**config.mk**
```make
export PLATFORM = sky130hd
export DESIGN_NAME = ps2_scan_rx
export DESIGN_NICKNAME = d
export VERILOG_FILES = /design/src/rtl/ps2_scan_rx.sv
export SDC_FILE = /design/constraint.sdc
export NUM_CORES = 1
export LEC_CHECK = 0
export BUFFER_PORTS_ARGS = -buffer_cell sky130_fd_sc_hd__buf_2
export CORE_AREA = 2 2 65 67
export DETAILED_ROUTE_END_ITERATION = 10
export DIE_AREA = 0 0 67 69
export MAX_ROUTING_LAYER = met4
export PLACE_DENSITY = 0.93
export SLEW_MARGIN = 20
export SYNTH_ARGS = -nofsm -noshare
export SYNTH_HDL_FRONTEND = slang
export SYNTH_SLANG_ARGS = --single-unit
```
**constraint.sdc**
```tcl
create_clock -name clk -period 5.34 [get_ports clk]
set_input_delay 0 -clock clk [delete_from_list [all_inputs] [get_ports clk]]
set_output_delay 0 -clock clk [all_outputs]
set_load 0.02 [all_outputs]
```
**src/rtl/ps2_scan_rx.sv**
```systemverilog
// PS/2 keyboard receiver: it synchronizes and glitch-filters the PS/2 clock, then deframes
// 11-bit frames and decodes the F0 (release) and E0 (extended) prefixes into qualifier flags.
module ps2_scan_rx #(
    parameter int unsigned FILTER_LEN     = 4,
    parameter int unsigned TIMEOUT_CYCLES = 50000
) (
    input  logic       clk,
    input  logic       reset,
    input  logic       ps2_clk,
    input  logic       ps2_data,
    output logic [7:0] scan_code,
    output logic       code_valid,
    output logic       key_release,
    output logic       extended,
    output logic       frame_err
);

    localparam int unsigned FW = $clog2(FILTER_LEN + 1);
    localparam int unsigned WW = $clog2(TIMEOUT_CYCLES + 1);
    localparam logic [FW-1:0] FiltLast = FW'(FILTER_LEN - 1);
    localparam logic [WW-1:0] WdMax    = WW'(TIMEOUT_CYCLES);

    typedef enum logic [1:0] {StIdle, StData, StParity, StStop} state_e;

    logic [1:0]    clk_sync_q, data_sync_q;
    logic [FW-1:0] filt_cnt_q;
    logic          filt_clk_q, filt_prev_q;
    logic          fall, data_s;

    state_e        state_q, state_d;
    logic [2:0]    bit_cnt_q, bit_cnt_d;
    logic [7:0]    shift_q, shift_d;
    logic          parity_q, parity_d;
    logic [WW-1:0] wd_q, wd_d;
    logic          rel_q, rel_d, ext_q, ext_d;
    logic [7:0]    scan_code_q, scan_code_d;
    logic          code_valid_q, code_valid_d;
    logic          key_release_q, key_release_d;
    logic          extended_q, extended_d;
    logic          frame_err_q, frame_err_d;

    assign data_s = data_sync_q[1];
    assign fall   = filt_prev_q & ~filt_clk_q;

    // Synchronizers and the stability filter idle high, matching an idle PS/2 bus.
    always_ff @(posedge clk) begin
        if (reset) begin
            clk_sync_q  <= 2'b11;
            data_sync_q <= 2'b11;
            filt_cnt_q  <= '0;
            filt_clk_q  <= 1'b1;
            filt_prev_q <= 1'b1;
        end else begin
            clk_sync_q  <= {clk_sync_q[0], ps2_clk};
            data_sync_q <= {data_sync_q[0], ps2_data};
            filt_prev_q <= filt_clk_q;
            if (clk_sync_q[1] != filt_clk_q) begin
                if (filt_cnt_q == FiltLast) begin
                    filt_clk_q <= clk_sync_q[1];
                    filt_cnt_q <= '0;
                end else begin
                    filt_cnt_q <= filt_cnt_q + 1'b1;
                end
            end else begin
                filt_cnt_q <= '0;
            end
        end
    end

    always_ff @(posedge clk) begin
        if (reset) begin
            state_q       <= StIdle;
            bit_cnt_q     <= '0;
            shift_q       <= '0;
            parity_q      <= 1'b0;
            wd_q          <= '0;
            rel_q         <= 1'b0;
            ext_q         <= 1'b0;
            scan_code_q   <= '0;
            code_valid_q  <= 1'b0;
            key_release_q <= 1'b0;
            extended_q    <= 1'b0;
            frame_err_q   <= 1'b0;
        end else begin
            state_q       <= state_d;
            bit_cnt_q     <= bit_cnt_d;
            shift_q       <= shift_d;
            parity_q      <= parity_d;
            wd_q          <= wd_d;
            rel_q         <= rel_d;
            ext_q         <= ext_d;
            scan_code_q   <= scan_code_d;
            code_valid_q  <= code_valid_d;
            key_release_q <= key_release_d;
            extended_q    <= extended_d;
            frame_err_q   <= frame_err_d;
        end
    end

    always_comb begin
        state_d       = state_q;
        bit_cnt_d     = bit_cnt_q;
        shift_d       = shift_q;
        parity_d      = parity_q;
        wd_d          = wd_q;
        rel_d         = rel_q;
        ext_d         = ext_q;
        scan_code_d   = scan_code_q;
        code_valid_d  = 1'b0;
        key_release_d = 1'b0;
        extended_d    = 1'b0;
        frame_err_d   = 1'b0;

        // Watchdog only runs inside a frame and saturates at its limit.
        if (state_q == StIdle || fall) begin
            wd_d = '0;
        end else if (wd_q != WdMax) begin
            wd_d = wd_q + 1'b1;
        end

        unique case (state_q)
            StIdle: begin
                if (fall && !data_s) begin
                    state_d   = StData;
                    bit_cnt_d = '0;
                end
            end
            StData: begin
                if (fall) begin
                    shift_d   = {data_s, shift_q[7:1]};
                    bit_cnt_d = bit_cnt_q + 1'b1;
                    if (bit_cnt_q == 3'd7) state_d = StParity;
                end
            end
            StParity: begin
                if (fall) begin
                    parity_d = data_s;
                    state_d  = StStop;
                end
            end
            StStop: begin
                if (fall) begin
                    state_d = StIdle;
                    if (data_s && (^{shift_q, parity_q})) begin
                        if (shift_q == 8'hF0) begin
                            rel_d = 1'b1;
                        end else if (shift_q == 8'hE0) begin
                            ext_d = 1'b1;
                        end else begin
                            scan_code_d   = shift_q;
                            code_valid_d  = 1'b1;
                            key_release_d = rel_q;
                            extended_d    = ext_q;
                            rel_d         = 1'b0;
                            ext_d         = 1'b0;
                        end
                    end else begin
                        frame_err_d = 1'b1;
                        rel_d       = 1'b0;
                        ext_d       = 1'b0;
                    end
                end
            end
            default: state_d = StIdle;
        endcase

        if (state_q != StIdle && !fall && wd_q == WdMax) begin
            state_d     = StIdle;
            frame_err_d = 1'b1;
            rel_d       = 1'b0;
            ext_d       = 1'b0;
        end
    end

    assign scan_code   = scan_code_q;
    assign code_valid  = code_valid_q;
    assign key_release = key_release_q;
    assign extended    = extended_q;
    assign frame_err   = frame_err_q;

endmodule

```
==> impl_metrics.py, run 1 <==
metrics = {
    "detailed_routing": {
        "avgViaCountPerCell": 5.511,
        "ant_nets": 0,
        "vias": 1758,
        "drc": 0,
        "avgRoutedWirePerCell_um": 13.63,
        "first_pass_iters": 6,
        "drt_first_iter_violations": 115,
        "wl_um": 4349,
    },
    "logic_synthesis": {
        "ys_warn_count": 0,
        "synth-edff-count": 0,
        "synth.area.mux_share_pct": 9.943,
        "netlist_area_um2": 2416,
        "synth_compound_area_share_pct": 5.697,
        "synthAdderAreaFrac_pct": 5.179,
        "syn_nets": 267,
        "synth_cell_types": 42,
        "synthFlopType": "dfxtp_1",
        "synth_top_cells_by_area": "dfxtp_1 44%, mux2i_1 9.9%, ha_1 5.2%",
        "synth_top_family_by_area": "simple AND/OR/NAND/NOR gates",
        "synthXorXnorAreaFrac_pct": 8.700,
        "yosysSeqAreaShare_pct": 43.92,
        "synth_top_area_share_pct": 43.92,
        "netlist_instances": 253,
        "synth_top_area_cell": "dfxtp_1",
        "ys_seq_elements": 53,
        "yosys.area_share.simple_pct": 23.46,
        "ys_async_sr_fraction_pct": 0,
        "syn_area_per_cell_um2": 9.550,
    },
    "power": {
        "powerDensity_nw_per_um2": 242.1,
        "leakagePower_nw": 1.067,
        "vdd_drop_max_uv": 234.9,
    },
    "timing": {
        "timing.final.max_slew_violations": 0,
        "setup_violations": 0,
        "min_period_ps": 2122,
        "max_freq_ghz": 0.4713,
        "post-route-period-util_pct": 39.74,
        "slew_headroom_pct": 43.96,
        "fin_hold_ws_ps": 55.23,
        "setup-tns-final_ps": 0,
        "worst_pin_slew_ps": 824.2,
        "rsz0062_at_grt": "no",
        "hold_violations": 0,
        "finClkSkew_ps": 3.516,
    },
    "die": {
        "die-area_um2": 4623,
        "die_h_um": 69,
        "core_area_um2": 3914,
        "io_pins": 16,
        "rows": 23,
        "die_w_um": 67,
        "start_util_pct": 61.73,
    },
    "cts": {
        "clk_latency_ps": 320,
        "post_cts_resized": 0,
        "cts_hold_buf": 2,
        "cts.clk_slew.worst_paths_ps": 90,
        "cts_tree": "done",
        "cts-buffers-inserted": 5,
        "cts.sinks": 53,
        "post_cts_buffers": 0,
        "cts-root-buf": "clkbuf_8",
        "clockBufferDepth": 2,
        "htreeDepth": 2,
    },
    "finish": {
        "postLayoutCellArea_um2": 2626,
        "fin_cells": 319,
        "seqCellArea_um2": 1061,
        "fillers": 321,
        "diodes": 0,
        "final_cell_mix": "53 x dfxtp_1, 28 x nor2_1, 23 x nand2_1, 23 x mux2i_1, 15 x buf_2",
        "final_common_cell": "dfxtp_1",
        "final_core_util_pct": 67.10,
        "nets": 282,
        "syn2layout_area_growth_pct": 8.700,
        "drive_above_1_share_pct": 13.01,
        "multi_input_area_um2": 1284,
    },
    "status": {
        "status": "completed",
    },
    "critical_path": {
        "rrSetupSlack_ps": 3220,
        "cp.arrival_ps": 2390,
        "cp-endpoint": "key_release",
        "cp_slowest_cell": "mux2i_2",
        "setup.worst_path.end_class": "flip-flop",
        "critPathKind": "reg -> reg",
        "cp_slowest_stage_delay_ps": 700,
        "worstReg2RegStart": "shift_q[1]",
        "startpoint": "shift_q[1]",
        "cp_data_required_time_ps": 5610,
        "rr_worst_depth": 4,
        "rr_endpoint": "key_release",
        "path_max_fanout": 11,
        "crit_chain": "xor2_1 -> xnor3_2 -> mux2i_2 -> and3_2",
        "start_kind": "flip-flop",
    },
    "place": {
        "numPlacedInstances": 309,
        "port-buffer-count": 15,
        "dp_hpwl_um": 3126,
        "place.gp.congestion": 0.7696,
        "placed_area_um2": 2516,
    },
    "global_routing": {
        "first_global_vias": 1727,
        "grt_use_met2_pct": 34.65,
        "grt_max_degree": 25,
        "track_usage_pct": 21.14,
        "grt_use_met1_pct": 24.04,
        "overflow": 0,
        "grt_pass1_wl_um": 7293,
        "antenna_found_initial": 0,
        "met3_usage_pct": 5.383,
        "busiest_layer": "met2",
    },
    "job": {
        "maxCapViolations": 0,
    },
    "hold_path": {
        "hold_path.class": "in -> reg",
    },
}
## cell type report
cell class	instances	share of cell area, %
Timing Repair Buffer	17	3.621
Tap cell	50	2.382
Clock inverter	3	0.8099
Clock buffer	5	2.620
Multi-Input combinational cell	182	48.88
Sequential cell	53	40.40
Inverter	9	1.286
## worst min-delay path by stage
stage          depth (start not counted)              to     start  slack, ps
6_report                               2      shift_q[7]     reset         60
5_1_grt                                2        parity_q     reset         80
4_1_cts                                2      shift_q[7]     reset         50
3_5_place_dp                           2  data_sync_q[0]  ps2_data        190
3_3_place_gp                           2   clk_sync_q[0]   ps2_clk        190
2_1_floorplan                          1   clk_sync_q[0]   ps2_clk        100
## registers in the layout, indices dropped and copies added (netlist names)
| register | cells |
|---|---|
| filt_clk_q | 1 |
| state_q | 2 |
| data_sync_q | 2 |
| ext_q | 1 |
| rel_q | 1 |
| shift_q | 8 |
| parity_q | 1 |
| bit_cnt_q | 3 |
| clk_sync_q | 2 |
| wd_q | 16 |
| key_release | 1 |
| code_valid | 1 |
| scan_code | 8 |
| filt_cnt_q | 3 |
| extended | 1 |
| filt_prev_q | 1 |
| frame_err | 1 |
## layer usage
layer  part of all wire, %  wire, um
met5                     0         0
met1                    45      1957
met2                    49      2142
met4                   2.0        86
met3                   3.7       163
## cells by family (layout without fill, tap and decap cells)
family | count (synthesis) | after routing
adders and majority gates | 10 | 10
and+or+nand+nor | 107 | 107
xor gates and xnor gates | 19 | 19
muxes | 24 | 24
AOI/OAI and AO/OA | 22 | 22
buffers and inverters | 18 | 34
DFF | 53 | 53
## per-stage QoR
step	worst slack, ps	power (mW)
after detailed placement	3230	0.4157
after CTS	3205	0.6435
after global placement	3011	0.4152
final	3218	0.6359
after floorplan	3669	0.4130
after global routing	3112	0.6579
## report_power, final
| group | switching, mW | internal, mW | total (mW) |
|---|---|---|---|
| Clock | 0.135 | 0.0932 | 0.229 |
| Combinational | 0.00632 | 0.00351 | 0.00984 |
| Sequential | 0.00109 | 0.396 | 0.398 |
| Total | 0.143 | 0.493 | 0.636 |
## critical path: cells and delay by family, from the launching register on
kind             cells  cell delay (ps)
XOR/XNOR             2              670
flip-flops           1              410
multiplexers         1              700
AND/OR/NAND/NOR      1              290
## cell usage after synthesis, types with 2 or more instances
master / number
nand2_1: 23
nor4_1: 2
nand3_1: 7
or3_1: 4
nor3_1: 2
nor4bb_1: 2
xnor2_1: 8
nand4_1: 4
or4_1: 2
ha_1: 10
a21oi_1: 9
nor3b_1: 2
a21o_1: 2
nor2b_1: 4
o21ai_0: 5
mux2i_1: 24
and3_1: 4
clkbuf_1: 8
and2_1: 2
nor2_1: 28
xor2_1: 8
or2_2: 6
inv_1: 9
nand2b_1: 5
and4_1: 2
and3b_1: 2
dfxtp_1: 53
o2111ai_1: 2
No activity file was read; power rests on OpenSTA's default activity.
==> run 2, diff against run 1 <==
- ABC_AREA: unset -> 1
- CORE_AREA: 2 2 65 67 -> 2 2 68 70
- DIE_AREA: 0 0 67 69 -> 0 0 70 72
- PLACE_DENSITY: 0.93 -> 0.87
- clock period: 5.34 -> 1.96 ns (I/O delays scaled with it)
==> impl_metrics.py, run 2 <==
metrics = {
    "detailed_routing": {
        "first_pass_iters": 4,
        "avgRoutedWirePerCell_um": 11.73,
        "vias": 2041,
        "drt_first_iter_violations": 86,
        "wl_um": 4503,
        "avgViaCountPerCell": 5.315,
        "ant_nets": 0,
        "drc": 0,
    },
    "power": {
        "pwr-share-comb_pct": 1.7,
        "intPower_mw": 1.379,
        "switchingPower_mw": 0.3720,
        "power_frac_clock_pct": 36.4,
        "sequentialPowerShare_pct": 61.9,
        "leakagePower_nw": 1.026,
        "powerDensity_nw_per_um2": 660.4,
        "switching_share_pct": 21.25,
        "vdd_drop_max_uv": 291.3,
    },
    "die": {
        "rows": 24,
        "die-area_um2": 5040,
        "start_util_pct": 56.72,
        "io_pins": 16,
        "core_area_um2": 4264,
        "die_h_um": 72,
        "die_w_um": 70,
    },
    "logic_synthesis": {
        "synth_top_area_cell": "dfxtp_1",
        "synth-edff-count": 0,
        "synth_cell_types": 30,
        "syn_nets": 325,
        "netlist_instances": 311,
        "synth_most_common_cell": "nand2_1",
        "synth.top_cells.by_count": "58 x nand2_1, 53 x dfxtp_1, 37 x inv_1, 28 x a21oi_1, 22 x nor2_1",
        "netlist_area_um2": 2419,
        "ys_async_sr_fraction_pct": 0,
        "ys_warn_count": 0,
        "yosysSeqAreaShare_pct": 43.87,
        "synth_top_cells_by_area": "dfxtp_1 44%, nand2_1 9.0%, a21oi_1 5.8%",
        "syn_area_per_cell_um2": 7.777,
        "synth_top_area_share_pct": 43.87,
        "ys_seq_elements": 53,
        "synthFlopType": "dfxtp_1",
    },
    "finish": {
        "final_cell_mix": "58 x nand2_1, 52 x dfxtp_1, 37 x inv_1",
        "nets": 345,
        "final_common_cell": "nand2_1",
        "fillers": 373,
        "regMostFlops": "wd_q",
        "largest_reg_flops": 16,
        "postLayoutCellArea_um2": 2651,
        "drive_above_1_share_pct": 18.07,
        "diodes": 0,
        "syn2layout_area_growth_pct": 9.622,
    },
    "cts": {
        "cts-root-buf": "clkbuf_8",
        "cts.clk_slew.worst_paths_ps": 90,
        "post_cts_buffers": 0,
        "cts.sinks": 53,
        "clk_latency_ps": 310,
        "htreeDepth": 2,
        "cts-buffers-inserted": 5,
        "cts_tree": "done",
        "clockBufferDepth": 2,
    },
    "global_routing": {
        "grt_pass1_wl_um": 7886,
        "first_global_vias": 1944,
        "overflow": 0,
        "track_usage_pct": 19.63,
        "antenna_found_initial": 0,
        "grt_max_degree": 23,
    },
    "place": {
        "place.gp.congestion": 0.8479,
        "port-buffer-count": 15,
        "dp_hpwl_um": 3292,
        "pre_cts_slack_ps": 252.7,
        "placed_area_um2": 2531,
    },
    "critical_path": {
        "start_kind": "flip-flop",
        "rr_worst_depth": 11,
        "cp.arrival_ps": 1910,
        "path_max_fanout": 11,
        "setup.worst_path.end_class": "flip-flop",
        "cp_data_required_time_ps": 2140,
        "critPathKind": "reg -> reg",
    },
    "hold_path": {
        "hold_path.class": "in -> reg",
        "hold_depth": 2,
    },
    "status": {
        "status": "completed",
    },
    "timing": {
        "setup-tns-final_ps": 0,
        "worst_pin_slew_ps": 448.9,
        "finClkSkew_ps": 12.93,
        "hold_violations": 0,
        "fin_hold_ws_ps": 113.6,
        "min_period_ps": 1721,
        "timing.final.max_slew_violations": 0,
        "setup_violations": 0,
        "max_freq_ghz": 0.5809,
        "post-route-period-util_pct": 87.83,
        "rsz0062_at_grt": "no",
        "fin_ws_ps": 238.6,
        "slew_headroom_pct": 70.08,
    },
    "job": {
        "maxCapViolations": 0,
    },
}
[run 2: cell count changes in the layout (fill, tap and decap cells not counted), moves of 5 or more]
cell | before | now
o21ai_0 | 5 | 20
mux2i_1 | 23 | 0
xnor2_1 | 8 | 0
nand2b_1 | 5 | 0
nand2_1 | 23 | 58
nor2_1 | 28 | 21
a21oi_1 | 9 | 28
nand2_2 | 0 | 12
nand3_1 | 7 | 20
inv_1 | 9 | 37
a21oi_2 | 0 | 7
xor2_1 | 8 | 2
[run 2: worst paths after layout]
kind / slack (ps) / end / from
worst max-delay path: 240 / scan_code[7] / shift_q[7]
worst min-delay path: 110 / code_valid / reset
worst max register to register: 240 / scan_code[7] / shift_q[7]
worst min register to register: 420 / clk_sync_q[1] / clk_sync_q[0]
[run 2: metal layers]
layer  routed length (um)  up-vias  global-route usage [%]
met3                  164        8                   3.194
met1                 2069      933                   22.59
met4                   82        0                   8.120
li1                     -     1060                       -
met2                 2187       40                   34.29
met5                    0        -                       -
[run 2: layout make-up]
class	count	area, um^2	share of cell area (%)
clock buffer	6	82.58	3.115
clock inverter	2	13.76	0.5191
inverter	39	146.4	5.521
multi-input combinational	212	1164	43.89
sequential	53	1062	40.07
tap	52	65.06	2.454
timing repair buffer	20	117.6	4.436
[run 2: critical path, cell delays in order (launching register included)]
cell,delay (ps)
dfxtp_1,450
inv_1,90
nand2_1,80
nand2_1,50
nand2_1,50
nand2_1,70
nand3_1,140
nand3_2,100
inv_2,170
nand2_2,220
nand2_1,110
a21oi_1,60
[run 2: metrics by stage]
step           instances  utilization, %  power [mW]
6_report             384           62.18       1.751
4_1_cts              384           62.09       1.767
3_5_place_dp         374           59.36       1.136
2_1_floorplan        311               -       1.127
3_3_place_gp         374           59.36       1.135
5_1_grt              384           62.18       1.803
[run 2: power by group through the flow]
stage	combinational, mW	sequential [mW]	clock, mW
floorplan	0.0192	1.11	0
CTS	0.0306	1.08	0.653
finish	0.0304	1.08	0.637
detailed placement	0.0276	1.11	0
global placement	0.0268	1.11	0
global route	0.0349	1.08	0.685
[run 2: timing repair]
| action | CTS | global route |
|---|---|---|
| hold buffers | 2 | 0 |
| resized for setup | 0 | 2 |
| endpoints found under the hold margin | 2 | 0 |
| setup endpoints to repair | 0 | 3 |
[run 2: kinds of logic after synthesis]
kind of cell / after synthesis / synth area share [%]
buf+inv: 46 / 8.122
xor+xnor: 2 / 0.7244
compound gates: 62 / 14.85
simple gates: 138 / 27.26
fa+ha+maj: 10 / 5.173
flops: 53 / 43.87
==> run 3, diff against run 2 <==
- ABC_AREA: 1 -> unset
- CORE_AREA: 2 2 68 70 -> 2 2 67 69
- DIE_AREA: 0 0 70 72 -> 0 0 69 71
- PLACE_DENSITY: 0.87 -> 0.89
==> impl_metrics.py, run 3 (same netlist as run 1, synthesis figures left out) <==
metrics = {
    "critical_path": {
        "setup.worst_path.end_class": "flip-flop",
        "cp_slowest_stage_delay_ps": 510,
        "cp.arrival_ps": 2030,
        "critPathKind": "reg -> reg",
        "cp_slowest_cell": "or4_1",
        "crit_chain": "inv_1 -> ha_1 -> or4_1 -> o21ai_0 -> nor3b_2 -> nor3_1",
        "cp_data_required_time_ps": 2160,
        "path_max_fanout": 7,
        "start_kind": "flip-flop",
    },
    "die": {
        "rows": 24,
        "io_pins": 16,
        "die_w_um": 69,
        "core_area_um2": 4204,
        "start_util_pct": 57.47,
        "die-area_um2": 4899,
        "die_h_um": 71,
    },
    "detailed_routing": {
        "avgRoutedWirePerCell_um": 13.21,
        "drt_first_iter_violations": 158,
        "drc": 0,
        "vias": 1803,
        "wl_um": 4268,
        "ant_nets": 0,
        "first_pass_iters": 4,
        "avgViaCountPerCell": 5.582,
    },
    "finish": {
        "diodes": 0,
        "largest_reg_flops": 16,
        "fin_cells": 323,
        "regMostFlops": "wd_q",
        "seqCellArea_um2": 1061,
        "multi_input_area_um2": 1285,
        "fillers": 338,
        "final_common_cell": "dfxtp_1",
        "final_core_util_pct": 63.01,
        "final_cell_mix": "53 x dfxtp_1, 28 x nor2_1, 24 x mux2i_1",
        "syn2layout_area_growth_pct": 9.632,
        "drive_above_1_share_pct": 13.65,
        "nets": 284,
    },
    "global_routing": {
        "overflow": 0,
        "track_usage_pct": 19.61,
        "grt_max_degree": 25,
        "antenna_found_initial": 0,
        "grt_pass1_wl_um": 7507,
        "first_global_vias": 1686,
    },
    "timing": {
        "hold_violations": 0,
        "min_period_ps": 1829,
        "fin_ws_ps": 131.0,
        "slew_headroom_pct": 56.66,
        "setup-tns-final_ps": 0,
        "max_freq_ghz": 0.5467,
        "finClkSkew_ps": 9.975,
        "fin_hold_ws_ps": 50.68,
        "timing.final.max_slew_violations": 0,
        "rsz0062_at_grt": "no",
        "setup_violations": 0,
        "post-route-period-util_pct": 93.32,
        "worst_pin_slew_ps": 649.4,
    },
    "power": {
        "powerDensity_nw_per_um2": 663.8,
        "switching_share_pct": 23.17,
        "switchingPower_mw": 0.4073,
        "intPower_mw": 1.351,
        "power_frac_clock_pct": 36.9,
        "pwr-share-comb_pct": 1.5,
        "leakagePower_nw": 1.084,
        "vdd_drop_max_uv": 311.4,
        "sequentialPowerShare_pct": 61.6,
    },
    "place": {
        "dp_hpwl_um": 2995,
        "pre_cts_slack_ps": 153.9,
        "port-buffer-count": 15,
        "place.gp.congestion": 0.7709,
        "numPlacedInstances": 313,
    },
    "status": {
        "status": "completed",
    },
    "cts": {
        "clk_latency_ps": 320,
        "cts-root-buf": "clkbuf_8",
        "htreeDepth": 2,
        "cts_tree": "done",
        "cts-buffers-inserted": 5,
        "clockBufferDepth": 2,
        "cts.sinks": 53,
        "cts.clk_slew.worst_paths_ps": 100,
    },
    "job": {
        "maxCapViolations": 0,
    },
    "hold_path": {
        "hold_path.class": "in -> reg",
    },
}
-- run 3: cell count changes in the layout (fill, tap and decap cells not counted), moves of 5 or more --
| cell | delta |
|---|---|
| inv_1 | -28 |
| mux2i_1 | +24 |
| nand2b_1 | +5 |
| nand2_1 | -35 |
| a21oi_2 | -7 |
| nor2_1 | +7 |
| nand2_2 | -12 |
| xor2_1 | +6 |
| o21ai_0 | -15 |
| a21oi_1 | -19 |
| xnor2_1 | +8 |
| nand3_1 | -13 |
-- run 3: routing by layer --
metal | GRT usage (%) | routed length, um | up-vias
met5 | - | 0 | -
met3 | 4.701 | 192 | 6
met2 | 31.62 | 2063 | 37
met1 | 23.67 | 1937 | 858
li1 | - | - | 902
met4 | 8.061 | 75 | 0
-- run 3: final cells by class --
| cell class | count | area share [%] |
|---|---|---|
| multi-input cells | 182 | 48.51 |
| flip-flops and latches | 53 | 40.06 |
| clock buffers | 5 | 2.598 |
| clock inverters | 3 | 0.9447 |
| repair buffers | 19 | 4.157 |
| inverters | 9 | 1.275 |
| well taps | 52 | 2.456 |
-- run 3: path summary, 6_finish.rpt --
| path | startpoint | to | slack, ps | depth (start not counted) |
|---|---|---|---|---|
| worst min-delay path | reset | shift_q[7] | 50 | 2 |
| worst max register to register | state_q[0] | state_q[0] | 130 | 6 |
| worst min register to register | clk_sync_q[0] | clk_sync_q[1] | 420 | 1 |
| worst max-delay path | state_q[0] | state_q[0] | 130 | 6 |
-- run 3: worst max-delay path, delay by kind of cell (launching register included) --
kind	cells	cell delay (ps)
compound gates	1	170
fa+ha+maj	1	270
flops	1	390
buf+inv	1	80
simple gates	3	810
-- run 3: repair_timing --
item	4_1_cts	5_1_grt
gates resized for setup	0	1
buffers inserted	0	0
endpoints found under the setup margin	0	1
endpoints found under the hold margin	2	0
hold buffers	2	0
-- run 3: metrics by stage --
step / total power [mW] / area (um^2)
floorplan: 1.125 / 2416
global placement: 1.131 / 2530
detailed placement: 1.132 / 2530
CTS: 1.774 / 2644
global route: 1.815 / 2649
finish: 1.758 / 2649
-- run 3: power by group through the flow --
stage / Clock (mW) / Combinational, mW / Sequential [mW]
after floorplan: 0 / 0.0177 / 1.11
after global placement: 0 / 0.0228 / 1.11
after detailed placement: 0 / 0.0231 / 1.11
after CTS: 0.664 / 0.0262 / 1.08
after global routing: 0.701 / 0.0296 / 1.08
final: 0.648 / 0.0262 / 1.08
